==> src/rtl/enigma_rotor_engine.sv <==
// -----------------------------------------------------------------------------
// enigma_rotor_engine
//
// Clocked N-rotor, 2^W-symbol Enigma-style substitution cipher with a
// valid/ready stream interface and a 1-deep registered output buffer.
// Each accepted symbol first steps the rotors, then passes forward through
// the rotors, through a complementing reflector, and back. Because the
// reflector is a fixed-point-free involution, encryption and decryption are
// the same operation from the same starting positions, and a symbol never
// maps to itself.
//
// Parameters:
//   W    symbol width in bits (alphabet size 2^W), W >= 2
//   N    number of rotors, N >= 2
//   KEY  packed per-rotor keys, K_i = KEY[i*W +: W]
//
// Ports:
//   clk        rising-edge clock
//   rst_n      asynchronous active-low reset
//   load       load rotor positions from load_pos (wins over in_valid)
//   load_pos   new rotor positions, rotor i at [i*W +: W]
//   in_valid   in_sym is valid
//   in_ready   a symbol is accepted this cycle if in_valid is high
//   in_sym     plaintext or ciphertext symbol
//   out_valid  out_sym holds a result
//   out_ready  downstream accepts out_sym
//   out_sym    transformed symbol
//   pos        current rotor positions, same packing as load_pos
//
// Build option:
//   ENIGMA_DOUBLE_STEP_EN  when defined, middle rotors reproduce the
//                          historical double-step anomaly; otherwise the
//                          rotors step like a plain odometer.
// -----------------------------------------------------------------------------
module enigma_rotor_engine #(
  parameter int               W   = 4,
  parameter int               N   = 3,
  parameter logic [W*N-1:0]   KEY = 12'h9C5
) (
  input  logic           clk,
  input  logic           rst_n,
  input  logic           load,
  input  logic [N*W-1:0] load_pos,
  input  logic           in_valid,
  output logic           in_ready,
  input  logic [W-1:0]   in_sym,
  output logic           out_valid,
  input  logic           out_ready,
  output logic [W-1:0]   out_sym,
  output logic [N*W-1:0] pos
);

  // Every rotor turns over its neighbour when it sits at all ones.
  localparam logic [W-1:0] NOTCH = '1;

  // Next rotor positions, evaluated entirely on the pre-step positions.
  function automatic logic [N*W-1:0] step_rotors(input logic [N*W-1:0] p);
    logic [N-2:0]   at_notch;
    logic [N-1:0]   steps;
    logic [N*W-1:0] r;
    for (int i = 0; i < N - 1; i++) begin
      at_notch[i] = (p[i*W +: W] == NOTCH);
    end
    steps[0] = 1'b1;
    for (int i = 1; i < N; i++) begin
`ifdef ENIGMA_DOUBLE_STEP_EN
      steps[i] = at_notch[i-1];
`else
      // Odometer: rotor i turns only when every faster rotor is at notch.
      steps[i] = steps[i-1] && at_notch[i-1];
`endif
    end
`ifdef ENIGMA_DOUBLE_STEP_EN
    // A middle rotor sitting at its own notch drags itself along with the
    // next rotor; the last rotor has no pawl of its own and never does.
    for (int i = 1; i < N - 1; i++) begin
      steps[i] = steps[i] | at_notch[i];
    end
`endif
    for (int i = 0; i < N; i++) begin
      r[i*W +: W] = p[i*W +: W] + {{(W-1){1'b0}}, steps[i]};
    end
    return r;
  endfunction

  // Forward pass, reflector (bitwise complement), reverse pass. The reverse
  // pass undoes each rotor's forward stage, so the whole path is an
  // involution for fixed positions.
  function automatic logic [W-1:0] transform(input logic [W-1:0]   sym,
                                             input logic [N*W-1:0] p);
    // NOTE: functions and always_comb use blocking '=' so each statement sees
    // the value produced by the previous one; registers use '<=' only.
    logic [W-1:0] s;
    s = sym;
    for (int i = 0; i < N; i++) begin
      s = (s + p[i*W +: W]) ^ KEY[i*W +: W];
    end
    s = ~s;
    for (int i = N - 1; i >= 0; i--) begin
      s = (s ^ KEY[i*W +: W]) - p[i*W +: W];
    end
    return s;
  endfunction

  logic           out_valid_q;
  logic [W-1:0]   out_sym_q;
  logic [N*W-1:0] pos_q;

  logic           accept;
  logic [N*W-1:0] pos_d;
  logic [W-1:0]   out_sym_d;

  // Load blocks acceptance; otherwise accept whenever the buffer is empty or
  // being drained this same cycle (no bubble at full throughput).
  assign in_ready = !load && (!out_valid_q || out_ready);
  assign accept   = in_valid && in_ready;

  always_comb begin
    // NOTE: every always_comb output gets an unconditional assignment first,
    // so no path leaves it unassigned and no latch is inferred.
    pos_d     = step_rotors(pos_q);
    out_sym_d = transform(in_sym, pos_d);
  end

  always_ff @(posedge clk or negedge rst_n) begin
    if (!rst_n) begin
      out_valid_q <= 1'b0;
      out_sym_q   <= '0;
      pos_q       <= '0;
    end else if (load) begin
      // Output buffer is left untouched while positions are loaded.
      pos_q <= load_pos;
    end else if (accept) begin
      pos_q       <= pos_d;
      out_valid_q <= 1'b1;
      out_sym_q   <= out_sym_d;
    end else if (out_ready) begin
      out_valid_q <= 1'b0;
    end
  end

  assign out_valid = out_valid_q;
  assign out_sym   = out_sym_q;
  assign pos       = pos_q;

endmodule

==> config.mk <==
export PLATFORM = sky130hd
export DESIGN_NAME = enigma_rotor_engine
export DESIGN_NICKNAME = d
export VERILOG_FILES = /design/src/rtl/enigma_rotor_engine.sv
export SDC_FILE = /design/constraint.sdc
export NUM_CORES = 1
export LEC_CHECK = 0
export ABC_AREA = 0
export BUFFER_PORTS_ARGS = -buffer_cell sky130_fd_sc_hd__buf_2
export CELL_PAD_IN_SITES_DETAIL_PLACEMENT = 1
export CELL_PAD_IN_SITES_GLOBAL_PLACEMENT = 1
export CORE_ASPECT_RATIO = 0.8
export CORE_MARGIN = 5
export CORE_UTILIZATION = 40
export DETAILED_ROUTE_END_ITERATION = 8
export GPL_TIMING_DRIVEN = 0
export PLACE_DENSITY = 0.82
export SYNTH_ARGS = -nofsm -noshare
export SYNTH_HDL_FRONTEND = slang
export SYNTH_SLANG_ARGS = --single-unit
==> constraint.sdc <==
create_clock -name clk -period 6.5 [get_ports clk]
set_clock_uncertainty 0.1 [all_clocks]
set_input_delay 0.65 -clock clk [delete_from_list [all_inputs] [get_ports clk]]
set_output_delay 0.65 -clock clk [all_outputs]
set_load 0.1 [all_outputs]
After elaboration in Yosys (flattened, before gate mapping) --
Cells that the tools add are included.
Cells by class: $add $sub $neg 9, multipliers 0, divide/modulo/power cells 0, magnitude comparators 0, equal/unequal tests 2, shift-type cells 0, multiplexer cells 4, bitwise logic cells 8, reductions and logical operators 10
Operator list (number):
- two-way mux 12 bit | 2
- adder 4 bit | 3
- inverter 2 bit | 6
- subtractor 4 bit | 3
- adder 4 x 1 -> 4 bit | 2
- equality test 4 bit, second input constant | 2
- adder 4 x 1 -> 4 bit, second input constant | 1
- inverter 4 bit | 1
- AND reduction 2 bit | 2
- nonzero test 2 bit | 2
- logical AND 1 bit | 3
- zero test 1 bit | 2
- two-way mux 1 bit | 2
- logical OR 1 bit | 1
- inverter 1 bit | 1
Storage, ports and cells: register bits after elaboration 17, bits in latches 0, bits in writable memories 0, memory bits (read-only) 0, input port bits 21, output and inout port bits 18, logic and storage cells 36, memories 0

Logic depth before layout (Yosys ltp) --
depth in word-level cells 14, gate-level depth with buffers 21, mapped depth without buffers 21

Least setup slack after synthesis --
Ideal clock, no wire load.
path kind register to register, start point reg pos_q[0] (netlist: pos[0]), end point reg out_sym_q[3] (netlist: out_sym[3]), library setup time 0.125 ns, arrival 5.358 ns, data required time 6.275 ns, slack 0.917 ns, cell stages (with the launch flop) 20, buffers on the path 0, clock period less this slack 5.583 ns, path through dfrtp_1 > ha_1 > nand3_1 > inv_1 > ha_1 > ha_1 > inv_1 > fa_1 > fa_1 > fa_1 > inv_1 > fa_1 > xor2_1 > ha_1 > nor2b_4 > a221oi_2 > xnor2_1 > xnor2_2 > xnor2_1 > o21ai_1
On the way: longest elaborated chain between the ends 13, elaborated cells on any way between the ends 18, classes of those cells 9 x add/sub; 1 x eq/ne; 7 x bitwise; 1 x reduce/logical
RTL lines:
- start: declaration | RTL line 107 | logic [N*W-1:0] pos_q;
- start signal: assignment | RTL line 132 | pos_q <= load_pos;
- start signal: assignment | RTL line 134 | pos_q <= pos_d;
- adder 4 x 1 -> 4 bit | RTL line 81 | r[i*W +: W] = p[i*W +: W] + {{(W-1){1'b0}}, steps[i]};
- adder 4 bit | RTL line 96 | s = (s + p[i*W +: W]) ^ KEY[i*W +: W];
- inverter 2 bit (no line)
- adder 4 bit | RTL line 96
- adder 4 bit / inverter 2 bit (equally long branches)
- inverter 2 bit (no line) / adder 4 bit (equally long branches)
- inverter 4 bit / inverter 2 bit (equally long branches)
- inverter 2 bit (no line) / inverter 4 bit (equally long branches)
- subtractor 4 bit / inverter 2 bit (equally long branches)
- inverter 2 bit (no line) / subtractor 4 bit (equally long branches)
- subtractor 4 bit / inverter 2 bit (equally long branches)
- inverter 2 bit (no line) / subtractor 4 bit (equally long branches)
- subtractor 4 bit (*) | RTL line 100 | s = (s ^ KEY[i*W +: W]) - p[i*W +: W];
- end signal: assignment | RTL line 136 | out_sym_q <= out_sym_d;
- end: declaration | RTL line 106 | logic [W-1:0] out_sym_q;
Every way passes the cells marked *; elsewhere a longest branch is shown, timed or not. A chain may end at the register's enable or synchronous reset.

Worst setup path after layout --
Same ends and word-level chain as after synthesis.

==> flow_metrics.env <==
export IMPL_rsz0062_at_grt="no"
export IMPL_crit_end="out_sym[3]"
export IMPL_switchingPower_mw=0.5765
export IMPL_die_w_um=77.96
export IMPL_synth_area_sq_um=1478
export IMPL_combPwrFrac_pct=79.8
export IMPL_path_buf_inv=3
export IMPL_drt_iter0_drc=60
export IMPL_maxCapViolCount=0
export IMPL_cts_tree="done"
export IMPL_p_int_mw=0.5477
export IMPL_status="finished clean"
export IMPL_synth_nets=201
export IMPL_cts_buffers=3
export IMPL_irDropWorstVdd_mv=0.4090
export IMPL_drc=0
export IMPL_numPortBuffers=38
export IMPL_r2r_slack_ns=1.07
export IMPL_wl_per_cell_um=17.82
export IMPL_synth_top_area_share_pct=28.79
export IMPL_h_tree_depth=1
export IMPL_worstMarginPinSlew_ns=0.4952
export IMPL_layout_common_cells="buf_2 (39), ha_1 (21), inv_1 (18), dfrtp_1 (17), nand2_1 (13)"
export IMPL_setup_viol=0
export IMPL_top_usage_layer="met2"
export IMPL_use_met2_pct=31.46
export IMPL_ctsResizeCount=0
export IMPL_synth_seq_cells=17
export IMPL_hold_buffers=0
export IMPL_grt_pass1_vias=1491
export IMPL_cp_end_kind="register"
export IMPL_ios=39
export IMPL_track_usage_pct=18.13
export IMPL_synth_top_family_by_area="adder cells"
export IMPL_fin_crit_sh_pct=83.48
export IMPL_layout_drive_gt1_share_pct=25.64
export IMPL_post_route_cell_area_sq_um=1767
export IMPL_grt_start_max_net_pins=18
export IMPL_antenna_found_initial=0
export IMPL_reg2reg_depth=19
export IMPL_yosysWarningCount=0
export IMPL_viasPerCell=5.304
export IMPL_period_minus_slack_ns=5.426
export IMPL_fin_nets=244
export IMPL_initial_core_util_pct=42.28
export IMPL_clock_root_buffer="clkbuf_8"
export IMPL_diodes=0
export IMPL_wl_mm=4.224
export IMPL_place_congestion=0.8621
export IMPL_grt_pass1_wl_mm=7.231
export IMPL_hold_class="in -> async"
export IMPL_dr_pass1_iters=4
export IMPL_grt_remaining_overflow=0
export IMPL_grt_met3_usage_pct=4.635
export IMPL_cp_top_family="adder cells"
export IMPL_dp_hpwl_mm=3.468
export IMPL_clockPowerShare_pct=7.4
export IMPL_critPathLaunchType="register"
export IMPL_p_sw_share_pct=51.28
export IMPL_areaGrowthSynthToFinish_pct=19.56
export IMPL_post_dp_cell_area_sq_um=1720
export IMPL_yosys_area_share_xor_xnor_pct=11.18
export IMPL_final_common_cell="buf_2"
export IMPL_core_area_sq_um=3495
export IMPL_power_frac_seq_pct=12.8
export IMPL_cpPeakStageDelay_ns=0.64
export IMPL_synth_area_mux_share_pct=0.7621
export IMPL_synthAdderAreaFrac_pct=25.91
export IMPL_synthCells=153
export IMPL_worst_path_stages=19
export IMPL_grt_use_met1_pct=22.10
export IMPL_dp_slack_ns=1.044
export IMPL_p_leak_nw=0.9285
export IMPL_post_cts_buffers=0
export IMPL_synth_simple_gate_area_share_pct=12.45
export IMPL_crit_path_start="pos[0]"
export IMPL_crit_type="reg -> reg"
export IMPL_syn_area_per_cell_sq_um=9.658
export IMPL_yosysUniqueCellTypes=32
export IMPL_setup_ws_ns=1.074
export IMPL_crit_chain="ha_1, nand3_1, inv_1, ha_1, ha_1, inv_1, fa_1, fa_1, fa_1, inv_1, fa_1, xor2_1, ha_1, nor2b_4, a221oi_2, xnor2_1, xnor2_2, xnor2_1, o21ai_1"
export IMPL_die_area_sq_um=5017
export IMPL_num_rows=19
export IMPL_clock_latency_ns=0.26
export IMPL_cp_max_fo=5
export IMPL_path_clk_slew_ns=0.07
export IMPL_arrival_ns=5.47
export IMPL_fmax_ghz=0.1843
export IMPL_slowest_stage="fa_1"
export IMPL_r2r_start="pos[0]"
export IMPL_synth_compound_area_share_pct=14.73
export IMPL_ant_nets=0
export IMPL_required_ns=6.55
export IMPL_num_vias=1257
export IMPL_timing_rr_end="out_sym[3]"
export IMPL_yosysSeqAreaShare_pct=28.79
export IMPL_yosysTopAreaCell="dfrtp_1"
export IMPL_powerDensity_nw_per_um2=636.3
export IMPL_slew_headroom_pct=66.86
export IMPL_die_h_um=64.36
export IMPL_synthTopCellsByArea="dfrtp_1 (29%), ha_1 (18%), fa_1 (8.1%), xor2_1 (6.5%), inv_1 (4.6%)"
export IMPL_maxSlewViolCount=0
export IMPL_clkSinkCount=17
export IMPL_clock_path_buffers=2
export IMPL_setup_tns_ns=0
export IMPL_post_route_util_pct=50.56
export IMPL_hold_viol=0
export IMPL_fin_hold_ws_ns=0.2097
[through the flow]
step	total power, mW	std cells
final	1.124	237
after global routing	1.230	237
after CTS	1.144	237
after detailed placement	1.057	233
after global placement	1.020	233
after floorplan	0.8962	153
[worst min-delay path by stage]
stage	startpoint	endpoint	slack, ns	cells past startpoint
6_report	rst_n	out_sym[1]	0.21	1
5_1_grt	rst_n	out_sym[1]	0.24	1
4_1_cts	rst_n	out_sym[1]	0.22	1
3_5_place_dp	out_sym[3]	out_sym[3]	0.38	2
3_3_place_gp	out_sym[2]	out_sym[2]	0.36	2
2_1_floorplan	rst_n	out_sym[0]	0.25	0
[registers in the layout, summed over array words and instances, names as in the netlist]
register,flops
pos,12
out_sym,4
out_valid,1
[area by class of cell]
| type | count | area [sq um] |
|---|---|---|
| clock buffer | 3 | 41.29 |
| tap | 42 | 52.55 |
| inverter | 19 | 71.32 |
| multi-input combinational | 114 | 960.9 |
| clock inverter | 1 | 5.005 |
| buffer | 3 | 20.02 |
| sequential | 17 | 425.4 |
| fill | 423 | 1728 |
| timing repair buffer | 38 | 190.2 |
[metal layers]
metal | vias up | wire length [um]
met3 | 10 | 214
met1 | 603 | 1874
li1 | 609 | -
met4 | 0 | 100
met2 | 35 | 2034
met5 | - | 0
[kinds of logic (layout without fill, tap and decap cells)]
logic type,after synthesis,in the layout
mux,1,1
compound gates,32,32
buf+inv,22,64
flops,17,17
xor+xnor,18,18
simple gates,36,36
fa+ha+maj,27,27
[synth_stat cells (all sizes together)]
| library cell | count |
|---|---|
| buf | 2 |
| a221oi | 1 |
| xnor2 | 7 |
| nand3 | 2 |
| nand2b | 1 |
| ha | 21 |
| a21oi | 5 |
| mux2 | 1 |
| a221o | 6 |
| nand2 | 14 |
| a21o | 3 |
| o22ai | 1 |
| or2 | 1 |
| dfrtp | 17 |
| xor2 | 11 |
| o311ai | 1 |
| nor2b | 2 |
| a22oi | 2 |
| nand4 | 3 |
| clkbuf | 1 |
| nor2 | 9 |
| inv | 19 |
| and2 | 1 |
| nor3b | 3 |
| o21ai | 13 |
| fa | 6 |
[power groups by stage]
| stage | Sequential [mW] | Combinational, mW | Clock, mW |
|---|---|---|---|
| final | 0.144 | 0.897 | 0.0830 |
| after global placement | 0.144 | 0.876 | 0 |
| after CTS | 0.144 | 0.915 | 0.0839 |
| after floorplan | 0.293 | 0.604 | 0 |
| after detailed placement | 0.146 | 0.911 | 0 |
| after global routing | 0.148 | 0.992 | 0.0904 |
Power figures use the tool's default switching activity.
